### src/rtl/jesd204_tpl_regmap_initiator_pkg.sv
// jesd204_tpl_regmap_initiator_pkg: opcodes, AXI response codes and FSM encoding shared by the initiator
package jesd204_tpl_regmap_initiator_pkg;
  localparam logic [1:0] OP_WRITE    = 2'b00;
  localparam logic [1:0] OP_READ     = 2'b01;
  localparam logic [1:0] OP_POLL     = 2'b10;
  localparam logic [1:0] RESP_OKAY   = 2'b00;
  localparam logic [1:0] RESP_SLVERR = 2'b10;
  typedef enum logic [2:0] {S_IDLE, S_WR_REQ, S_WR_RESP, S_RD_REQ, S_RD_RESP, S_RSP} state_e;
endpackage

### src/rtl/jesd204_tpl_regmap_initiator_if.sv
// jesd204_tpl_regmap_initiator_if: command/response stream plus AXI4-Lite bus of the regmap initiator.
// Modport master is the initiator (consumes commands, drives AXI requests); modport slave is the
// command source and AXI responder side.
interface jesd204_tpl_regmap_initiator_if;
  logic        cmd_valid, cmd_ready;
  logic [1:0]  cmd_op;
  logic [11:0] cmd_addr;
  logic [31:0] cmd_data, cmd_mask;
  logic        rsp_valid, rsp_ready;
  logic [31:0] rsp_data;
  logic [1:0]  rsp_resp;
  logic        rsp_poll_fail, busy;
  logic        m_axi_awvalid, m_axi_awready;
  logic [11:0] m_axi_awaddr;
  logic [2:0]  m_axi_awprot;
  logic        m_axi_wvalid, m_axi_wready;
  logic [31:0] m_axi_wdata;
  logic [3:0]  m_axi_wstrb;
  logic        m_axi_bvalid, m_axi_bready;
  logic [1:0]  m_axi_bresp;
  logic        m_axi_arvalid, m_axi_arready;
  logic [11:0] m_axi_araddr;
  logic [2:0]  m_axi_arprot;
  logic        m_axi_rvalid, m_axi_rready;
  logic [31:0] m_axi_rdata;
  logic [1:0]  m_axi_rresp;
  modport master (
    input  cmd_valid, cmd_op, cmd_addr, cmd_data, cmd_mask, rsp_ready,
    output cmd_ready, rsp_valid, rsp_data, rsp_resp, rsp_poll_fail, busy,
    output m_axi_awvalid, m_axi_awaddr, m_axi_awprot, m_axi_wvalid, m_axi_wdata, m_axi_wstrb,
    output m_axi_bready, m_axi_arvalid, m_axi_araddr, m_axi_arprot, m_axi_rready,
    input  m_axi_awready, m_axi_wready, m_axi_bvalid, m_axi_bresp,
    input  m_axi_arready, m_axi_rvalid, m_axi_rdata, m_axi_rresp
  );
  modport slave (
    output cmd_valid, cmd_op, cmd_addr, cmd_data, cmd_mask, rsp_ready,
    input  cmd_ready, rsp_valid, rsp_data, rsp_resp, rsp_poll_fail, busy,
    input  m_axi_awvalid, m_axi_awaddr, m_axi_awprot, m_axi_wvalid, m_axi_wdata, m_axi_wstrb,
    input  m_axi_bready, m_axi_arvalid, m_axi_araddr, m_axi_arprot, m_axi_rready,
    output m_axi_awready, m_axi_wready, m_axi_bvalid, m_axi_bresp,
    output m_axi_arready, m_axi_rvalid, m_axi_rdata, m_axi_rresp
  );
endinterface

### src/rtl/jesd204_tpl_regmap_initiator.sv
// jesd204_tpl_regmap_initiator: single-outstanding AXI4-Lite master turning write/read/poll commands into TPL regmap accesses.
// Ports: up_clk, up_rstn (async active-low), bus (master modport: cmd/rsp stream, busy, AXI4-Lite master).
// Macro JESD204_TPL_REGMAP_INITIATOR_POLL_EN enables the masked poll loop; otherwise op 10 is a plain read.
module jesd204_tpl_regmap_initiator
  import jesd204_tpl_regmap_initiator_pkg::*;
#(
  parameter int POLL_LIMIT = 255
) (
  input logic                            up_clk,
  input logic                            up_rstn,
  jesd204_tpl_regmap_initiator_if.master bus
);
  state_e      state_q, state_d;
  logic [11:0] addr_q;
  logic [31:0] data_q, rsp_data_q;
  logic [1:0]  rsp_resp_q;
  logic        awvalid_q, wvalid_q, arvalid_q;
  logic        cmd_hs, is_wr, b_hs, r_hs, retry, fail;
  assign cmd_hs = state_q == S_IDLE && bus.cmd_valid;
  assign is_wr  = bus.cmd_op == OP_WRITE;
  assign b_hs   = state_q == S_WR_RESP && bus.m_axi_bvalid;
  assign r_hs   = state_q == S_RD_RESP && bus.m_axi_rvalid;
`ifdef JESD204_TPL_REGMAP_INITIATOR_POLL_EN
  logic        is_poll_q, poll_fail_q, hit, last, miss;
  logic [31:0] mask_q;
  logic [15:0] cnt_q;
  assign hit   = ((bus.m_axi_rdata ^ data_q) & mask_q) == '0;
  assign last  = {1'b0, cnt_q} + 17'd1 == 17'(POLL_LIMIT);
  // An error response ends the poll as a normal completion so the caller sees the resp code.
  assign miss  = is_poll_q && !hit && bus.m_axi_rresp == RESP_OKAY;
  assign retry = miss && !last;
  assign fail  = miss && last;
  assign bus.rsp_poll_fail = poll_fail_q;
  always_ff @(posedge up_clk or negedge up_rstn) begin
    if (!up_rstn) begin
      is_poll_q   <= 1'b0;
      mask_q      <= '0;
      cnt_q       <= '0;
      poll_fail_q <= 1'b0;
    end else begin
      if (cmd_hs) begin
        is_poll_q <= bus.cmd_op == OP_POLL;
        mask_q    <= bus.cmd_mask;
        cnt_q     <= '0;
      end else if (r_hs && retry) cnt_q <= cnt_q + 16'd1;
      if (b_hs) poll_fail_q <= 1'b0;
      if (r_hs) poll_fail_q <= fail;
    end
  end
`else
  assign retry = 1'b0;
  assign fail  = 1'b0;
  assign bus.rsp_poll_fail = 1'b0;
`endif
  always_comb begin
    state_d = state_q;
    case (state_q)
      S_IDLE:    if (bus.cmd_valid) state_d = is_wr ? S_WR_REQ : S_RD_REQ;
      S_WR_REQ:  if ((!awvalid_q || bus.m_axi_awready) && (!wvalid_q || bus.m_axi_wready)) state_d = S_WR_RESP;
      S_WR_RESP: if (bus.m_axi_bvalid) state_d = S_RSP;
      S_RD_REQ:  if (bus.m_axi_arready) state_d = S_RD_RESP;
      S_RD_RESP: if (bus.m_axi_rvalid) state_d = retry ? S_RD_REQ : S_RSP;
      S_RSP:     if (bus.rsp_ready) state_d = S_IDLE;
      default:   state_d = S_IDLE;
    endcase
  end
  always_ff @(posedge up_clk or negedge up_rstn) begin
    if (!up_rstn) begin
      state_q    <= S_IDLE;
      addr_q     <= '0;
      data_q     <= '0;
      awvalid_q  <= 1'b0;
      wvalid_q   <= 1'b0;
      arvalid_q  <= 1'b0;
      rsp_data_q <= '0;
      rsp_resp_q <= '0;
    end else begin
      state_q <= state_d;
      if (cmd_hs) begin
        addr_q <= bus.cmd_addr;
        data_q <= bus.cmd_data;
      end
      // AW and W retire independently; the FSM leaves WR_REQ once both have.
      awvalid_q <= (cmd_hs && is_wr) || (awvalid_q && !bus.m_axi_awready);
      wvalid_q  <= (cmd_hs && is_wr) || (wvalid_q && !bus.m_axi_wready);
      arvalid_q <= (cmd_hs && !is_wr) || (r_hs && retry) || (arvalid_q && !bus.m_axi_arready);
      if (b_hs) begin
        rsp_data_q <= '0;
        rsp_resp_q <= bus.m_axi_bresp;
      end
      if (r_hs) begin
        rsp_data_q <= bus.m_axi_rdata;
        rsp_resp_q <= bus.m_axi_rresp;
      end
    end
  end
  assign bus.cmd_ready     = state_q == S_IDLE;
  assign bus.busy          = state_q != S_IDLE;
  assign bus.rsp_valid     = state_q == S_RSP;
  assign bus.rsp_data      = rsp_data_q;
  assign bus.rsp_resp      = rsp_resp_q;
  assign bus.m_axi_awvalid = awvalid_q;
  assign bus.m_axi_awaddr  = {addr_q[11:2], 2'b00};
  assign bus.m_axi_awprot  = 3'b000;
  assign bus.m_axi_wvalid  = wvalid_q;
  assign bus.m_axi_wdata   = data_q;
  assign bus.m_axi_wstrb   = 4'b1111;
  assign bus.m_axi_bready  = state_q == S_WR_RESP;
  assign bus.m_axi_arvalid = arvalid_q;
  assign bus.m_axi_araddr  = {addr_q[11:2], 2'b00};
  assign bus.m_axi_arprot  = 3'b000;
  assign bus.m_axi_rready  = state_q == S_RD_RESP;
endmodule

### src/flat_wrapper.sv
// flat-port wrapper written by rule: the top's interface ports become plain ports
module jesd204_tpl_regmap_initiator_flat import jesd204_tpl_regmap_initiator_pkg::*;
#(
  parameter int POLL_LIMIT = 255
)
  (up_clk, up_rstn, bus_cmd_valid, bus_cmd_op, bus_cmd_addr, bus_cmd_data, bus_cmd_mask, bus_rsp_ready, bus_cmd_ready, bus_rsp_valid, bus_rsp_data, bus_rsp_resp, bus_rsp_poll_fail, bus_busy, bus_m_axi_awvalid, bus_m_axi_awaddr, bus_m_axi_awprot, bus_m_axi_wvalid, bus_m_axi_wdata, bus_m_axi_wstrb, bus_m_axi_bready, bus_m_axi_arvalid, bus_m_axi_araddr, bus_m_axi_arprot, bus_m_axi_rready, bus_m_axi_awready, bus_m_axi_wready, bus_m_axi_bvalid, bus_m_axi_bresp, bus_m_axi_arready, bus_m_axi_rvalid, bus_m_axi_rdata, bus_m_axi_rresp);
  jesd204_tpl_regmap_initiator_if bus_i ();
  input logic up_clk;
  input logic up_rstn;
  input wire logic [$bits(bus_i.cmd_valid)-1:0] bus_cmd_valid;
  input wire logic [$bits(bus_i.cmd_op)-1:0] bus_cmd_op;
  input wire logic [$bits(bus_i.cmd_addr)-1:0] bus_cmd_addr;
  input wire logic [$bits(bus_i.cmd_data)-1:0] bus_cmd_data;
  input wire logic [$bits(bus_i.cmd_mask)-1:0] bus_cmd_mask;
  input wire logic [$bits(bus_i.rsp_ready)-1:0] bus_rsp_ready;
  output wire logic [$bits(bus_i.cmd_ready)-1:0] bus_cmd_ready;
  output wire logic [$bits(bus_i.rsp_valid)-1:0] bus_rsp_valid;
  output wire logic [$bits(bus_i.rsp_data)-1:0] bus_rsp_data;
  output wire logic [$bits(bus_i.rsp_resp)-1:0] bus_rsp_resp;
  output wire logic [$bits(bus_i.rsp_poll_fail)-1:0] bus_rsp_poll_fail;
  output wire logic [$bits(bus_i.busy)-1:0] bus_busy;
  output wire logic [$bits(bus_i.m_axi_awvalid)-1:0] bus_m_axi_awvalid;
  output wire logic [$bits(bus_i.m_axi_awaddr)-1:0] bus_m_axi_awaddr;
  output wire logic [$bits(bus_i.m_axi_awprot)-1:0] bus_m_axi_awprot;
  output wire logic [$bits(bus_i.m_axi_wvalid)-1:0] bus_m_axi_wvalid;
  output wire logic [$bits(bus_i.m_axi_wdata)-1:0] bus_m_axi_wdata;
  output wire logic [$bits(bus_i.m_axi_wstrb)-1:0] bus_m_axi_wstrb;
  output wire logic [$bits(bus_i.m_axi_bready)-1:0] bus_m_axi_bready;
  output wire logic [$bits(bus_i.m_axi_arvalid)-1:0] bus_m_axi_arvalid;
  output wire logic [$bits(bus_i.m_axi_araddr)-1:0] bus_m_axi_araddr;
  output wire logic [$bits(bus_i.m_axi_arprot)-1:0] bus_m_axi_arprot;
  output wire logic [$bits(bus_i.m_axi_rready)-1:0] bus_m_axi_rready;
  input wire logic [$bits(bus_i.m_axi_awready)-1:0] bus_m_axi_awready;
  input wire logic [$bits(bus_i.m_axi_wready)-1:0] bus_m_axi_wready;
  input wire logic [$bits(bus_i.m_axi_bvalid)-1:0] bus_m_axi_bvalid;
  input wire logic [$bits(bus_i.m_axi_bresp)-1:0] bus_m_axi_bresp;
  input wire logic [$bits(bus_i.m_axi_arready)-1:0] bus_m_axi_arready;
  input wire logic [$bits(bus_i.m_axi_rvalid)-1:0] bus_m_axi_rvalid;
  input wire logic [$bits(bus_i.m_axi_rdata)-1:0] bus_m_axi_rdata;
  input wire logic [$bits(bus_i.m_axi_rresp)-1:0] bus_m_axi_rresp;
  assign bus_i.cmd_valid = bus_cmd_valid;
  assign bus_i.cmd_op = bus_cmd_op;
  assign bus_i.cmd_addr = bus_cmd_addr;
  assign bus_i.cmd_data = bus_cmd_data;
  assign bus_i.cmd_mask = bus_cmd_mask;
  assign bus_i.rsp_ready = bus_rsp_ready;
  assign bus_cmd_ready = bus_i.cmd_ready;
  assign bus_rsp_valid = bus_i.rsp_valid;
  assign bus_rsp_data = bus_i.rsp_data;
  assign bus_rsp_resp = bus_i.rsp_resp;
  assign bus_rsp_poll_fail = bus_i.rsp_poll_fail;
  assign bus_busy = bus_i.busy;
  assign bus_m_axi_awvalid = bus_i.m_axi_awvalid;
  assign bus_m_axi_awaddr = bus_i.m_axi_awaddr;
  assign bus_m_axi_awprot = bus_i.m_axi_awprot;
  assign bus_m_axi_wvalid = bus_i.m_axi_wvalid;
  assign bus_m_axi_wdata = bus_i.m_axi_wdata;
  assign bus_m_axi_wstrb = bus_i.m_axi_wstrb;
  assign bus_m_axi_bready = bus_i.m_axi_bready;
  assign bus_m_axi_arvalid = bus_i.m_axi_arvalid;
  assign bus_m_axi_araddr = bus_i.m_axi_araddr;
  assign bus_m_axi_arprot = bus_i.m_axi_arprot;
  assign bus_m_axi_rready = bus_i.m_axi_rready;
  assign bus_i.m_axi_awready = bus_m_axi_awready;
  assign bus_i.m_axi_wready = bus_m_axi_wready;
  assign bus_i.m_axi_bvalid = bus_m_axi_bvalid;
  assign bus_i.m_axi_bresp = bus_m_axi_bresp;
  assign bus_i.m_axi_arready = bus_m_axi_arready;
  assign bus_i.m_axi_rvalid = bus_m_axi_rvalid;
  assign bus_i.m_axi_rdata = bus_m_axi_rdata;
  assign bus_i.m_axi_rresp = bus_m_axi_rresp;
  jesd204_tpl_regmap_initiator #(.POLL_LIMIT(POLL_LIMIT)) u_core (.up_clk(up_clk), .up_rstn(up_rstn), .bus(bus_i));
endmodule
### config.mk
export PLATFORM = sky130hd
export DESIGN_NAME = jesd204_tpl_regmap_initiator_flat
export DESIGN_NICKNAME = d
export VERILOG_FILES = /design/src/rtl/jesd204_tpl_regmap_initiator_pkg.sv /design/src/rtl/jesd204_tpl_regmap_initiator_if.sv /design/src/rtl/jesd204_tpl_regmap_initiator.sv /design/src/flat_wrapper.sv
export SDC_FILE = /design/constraint.sdc
export NUM_CORES = 1
export LEC_CHECK = 0
export CAP_MARGIN = 0
export CORE_ASPECT_RATIO = 2
export CORE_MARGIN = 2
export CORE_UTILIZATION = 38
export DETAILED_ROUTE_END_ITERATION = 8
export HOLD_SLACK_MARGIN = 0.12
export MAX_ROUTING_LAYER = met4
export PLACE_DENSITY_LB_ADDON = 0.05
export SYNTH_ARGS = -nofsm -noshare
export SYNTH_HDL_FRONTEND = slang
export SYNTH_SLANG_ARGS = --single-unit
### constraint.sdc
create_clock -name up_clk -period 3.2 [get_ports up_clk]
set_input_delay 0.64 -clock up_clk [delete_from_list [all_inputs] [get_ports up_clk]]
set_output_delay 0.64 -clock up_clk [all_outputs]
set_load 0.005 [all_outputs]
==> impl_metrics.json <==
{
  "outcome": "completed",
  "p_leak_nw": 2.34,
  "grt-ovfl-total": 0,
  "routabilityCongestion": 0.729,
  "timing.fmax_mhz": 421,
  "grt_pass1_wl_mm": 13.0,
  "critPathArrivalTime_ps": 1740,
  "cp-start-kind": "register",
  "synth_top_cell_by_area": "dfrtp_1",
  "synth-main-ff-cell": "dfrtp_1",
  "routed_via_density": 4.85,
  "die_h_um": 137,
  "ys_async_sr_fraction_pct": 100,
  "seq_area_frac_synth_pct": 61.0,
  "fin_area_um2": 5410,
  "p_clk_share_pct": 22.5,
  "layout-drive-gt1-share_pct": 13.7,
  "period_share_pct": 74.2,
  "cts_tree": "done",
  "combPwrFrac_pct": 41.6,
  "totalNegativeSetupSlack_ps": 0,
  "yosys-top-cells-area": "dfrtp_1 (61%), mux2_2 (11%), a22o_1 (8.9%)",
  "layout_common_cells": "clkdlybuf4s50_1 (181), dfrtp_1 (82), mux2_2 (34), a22o_1 (34), conb_1 (15)",
  "place_area_um2": 5080,
  "netlist_instances": 236,
  "dp_cells": 494,
  "reg2regPathDepth": 3,
  "h-tree-depth": 3,
  "final_common_cell": "clkdlybuf4s50_1",
  "syn_area_per_cell_um2": 14.3,
  "power.density_nw_per_um2": 924,
  "grt_start_max_net_pins": 83,
  "cts.sinks": 82,
  "hold_violations": 0,
  "internal_power_mw": 3.67,
  "swShare_pct": 26.6,
  "synthToLayoutAreaGrowth_pct": 60.9,
  "post-cts-setup-buffers": 0,
  "grt_pass1_vias": 2596,
  "track_usage_pct": 18.1,
  "final_cells": 509,
  "final_max_slew_viol_count": 0,
  "rows": 48,
  "holdBufCountCts": 0,
  "ant_nets": 0,
  "power_frac_seq_pct": 35.9,
  "worst_slew_pin_slew_ps": 1030,
  "synth_edf_count": 0,
  "fillers": 681,
  "min-delay-path-class": "in2async",
  "cp.required_ps": 2560,
  "setup_viol": 0,
  "finalWirelength_mm": 8.28,
  "skew_ps": 3.53,
  "cts_made_buffers": 9,
  "peakVddDrop_mv": 0.450,
  "netlist.area_leader.share_pct": 61.0,
  "die_w_um": 70.5,
  "synth-warning-count": 0,
  "io_pins": 232,
  "die_area_um2": 9660,
  "num_vias": 2470,
  "clock_latency_ps": 330,
  "relSlewSlack_pct": 31.1,
  "cp-end-kind": "primary output",
  "cp_max_fo": 9,
  "rsz0062_at_grt": "no",
  "ctsResizeCount": 0,
  "layout.nets": 528,
  "port-buffer-count": 182,
  "yosys_register_bits": 82,
  "crit_type": "reg2out",
  "start_util_pct": 39.2,
  "synth_cell_types": 27,
  "n_antenna_cell": 0,
  "synth_area_um2": 3360,
  "power.net_switching_mw": 1.33,
  "register_area_um2": 2050,
  "antenna_found_initial": 0,
  "dr.pass1.iters": 4,
  "clk_pin_slew_worst_paths_ps": 60,
  "maxCapViolCount": 0,
  "cts_root_buf": "clkbuf_16",
  "clock_path_buffers": 2,
  "wl_per_cell_um": 16.3,
  "multi_input_area_um2": 1060,
  "drt_iter0_drc": 107,
  "core_area_um2": 8590,
  "min_period_ps": 2380,
  "drc_errors": 0,
  "fin_util_pct": 63.0,
  "dp_hpwl_mm": 5.99
}
worst max-delay path, cell delays in order (launching register included):
cell	delay, ps
dfrtp_1	480
nand2b_1	270
nor2_1	140
clkdlybuf4s50_1	520
sequential cells by signal, indices dropped and copies added (netlist names):
register,cells
u_core.bus.m_axi_awvalid,1
u_core.state_q,3
u_core.bus.rsp_resp,2
u_core.bus.m_axi_arvalid,1
u_core.bus.m_axi_wdata,32
u_core.bus.rsp_data,32
u_core.bus.m_axi_wvalid,1
u_core.addr_q,10
cells in the mapped netlist, drive strengths merged (2+ instances only):
cell	n
nand2	4
buf	37
o21ai	4
mux2	42
a21o	3
clkbuf	2
inv	4
dfrtp	82
nand2b	4
conb	2
and4bb	2
nor2	5
o22ai	2
a22o	34
cell families after synthesis:
logic type             after synthesis  share of synthesized area, %
AOI/OAI and AO/OA                   47                          11.5
buffers and inverters               43                          8.97
DFF                                 82                          61.0
muxes                               43                          14.4
other                                2                         0.223
and+or+nand+nor                     19                          3.98
per-stage QoR:
stage | hold WS [ps] | power [mW] | setup WS (ps)
after CTS | 482 | 5.07 | 799
final | 462 | 5.00 | 824
after floorplan | 344 | 2.70 | 1480
after global routing | 513 | 5.29 | 730
after global placement | 467 | 3.88 | 836
after detailed placement | 469 | 3.93 | 812
cell type report:
class	count	area share (%)
sequential	82	37.9
timing repair buffer	184	33.9
multi-input combinational	124	19.6
clock buffer	11	4.67
tap	100	2.31
clock inverter	4	1.39
inverter	4	0.277
path summary, 6_finish.rpt:
| kind | from | end | slack (ps) |
|---|---|---|---|
| max | u_core.state_q[2] | bus_m_axi_bready | 820 |
| min | up_rstn | u_core.bus.m_axi_wvalid | 460 |
| max reg2reg | u_core.state_q[0] | u_core.bus.m_axi_wdata[10] | 1350 |
| min reg2reg | u_core.bus.rsp_resp[0] | u_core.bus.rsp_resp[0] | 480 |
| max in group asynchronous | up_rstn | u_core.state_q[2] | 2050 |
| min in group up_clk | u_core.bus.rsp_resp[0] | u_core.bus.rsp_resp[0] | 480 |
metal layers:
metal	track usage, %	share of wire, %	wire length (um)	up-vias
met4	8.01	2.4	196	0
met5	-	0	0	-
li1	-	-	-	1141
met2	28.6	53	4350	130
met3	5.15	6.9	575	11
met1	21.4	38	3150	1188
power groups by stage:
| stage | Combinational, mW | Sequential (mW) | Clock [mW] |
|---|---|---|---|
| after floorplan | 0.909 | 1.79 | 0 |
| after global placement | 2.09 | 1.79 | 0 |
| after detailed placement | 2.12 | 1.80 | 0 |
| after CTS | 2.12 | 1.80 | 1.15 |
| after global routing | 2.23 | 1.86 | 1.19 |
| final | 2.08 | 1.79 | 1.12 |
Power figures use the tool's default switching activity.
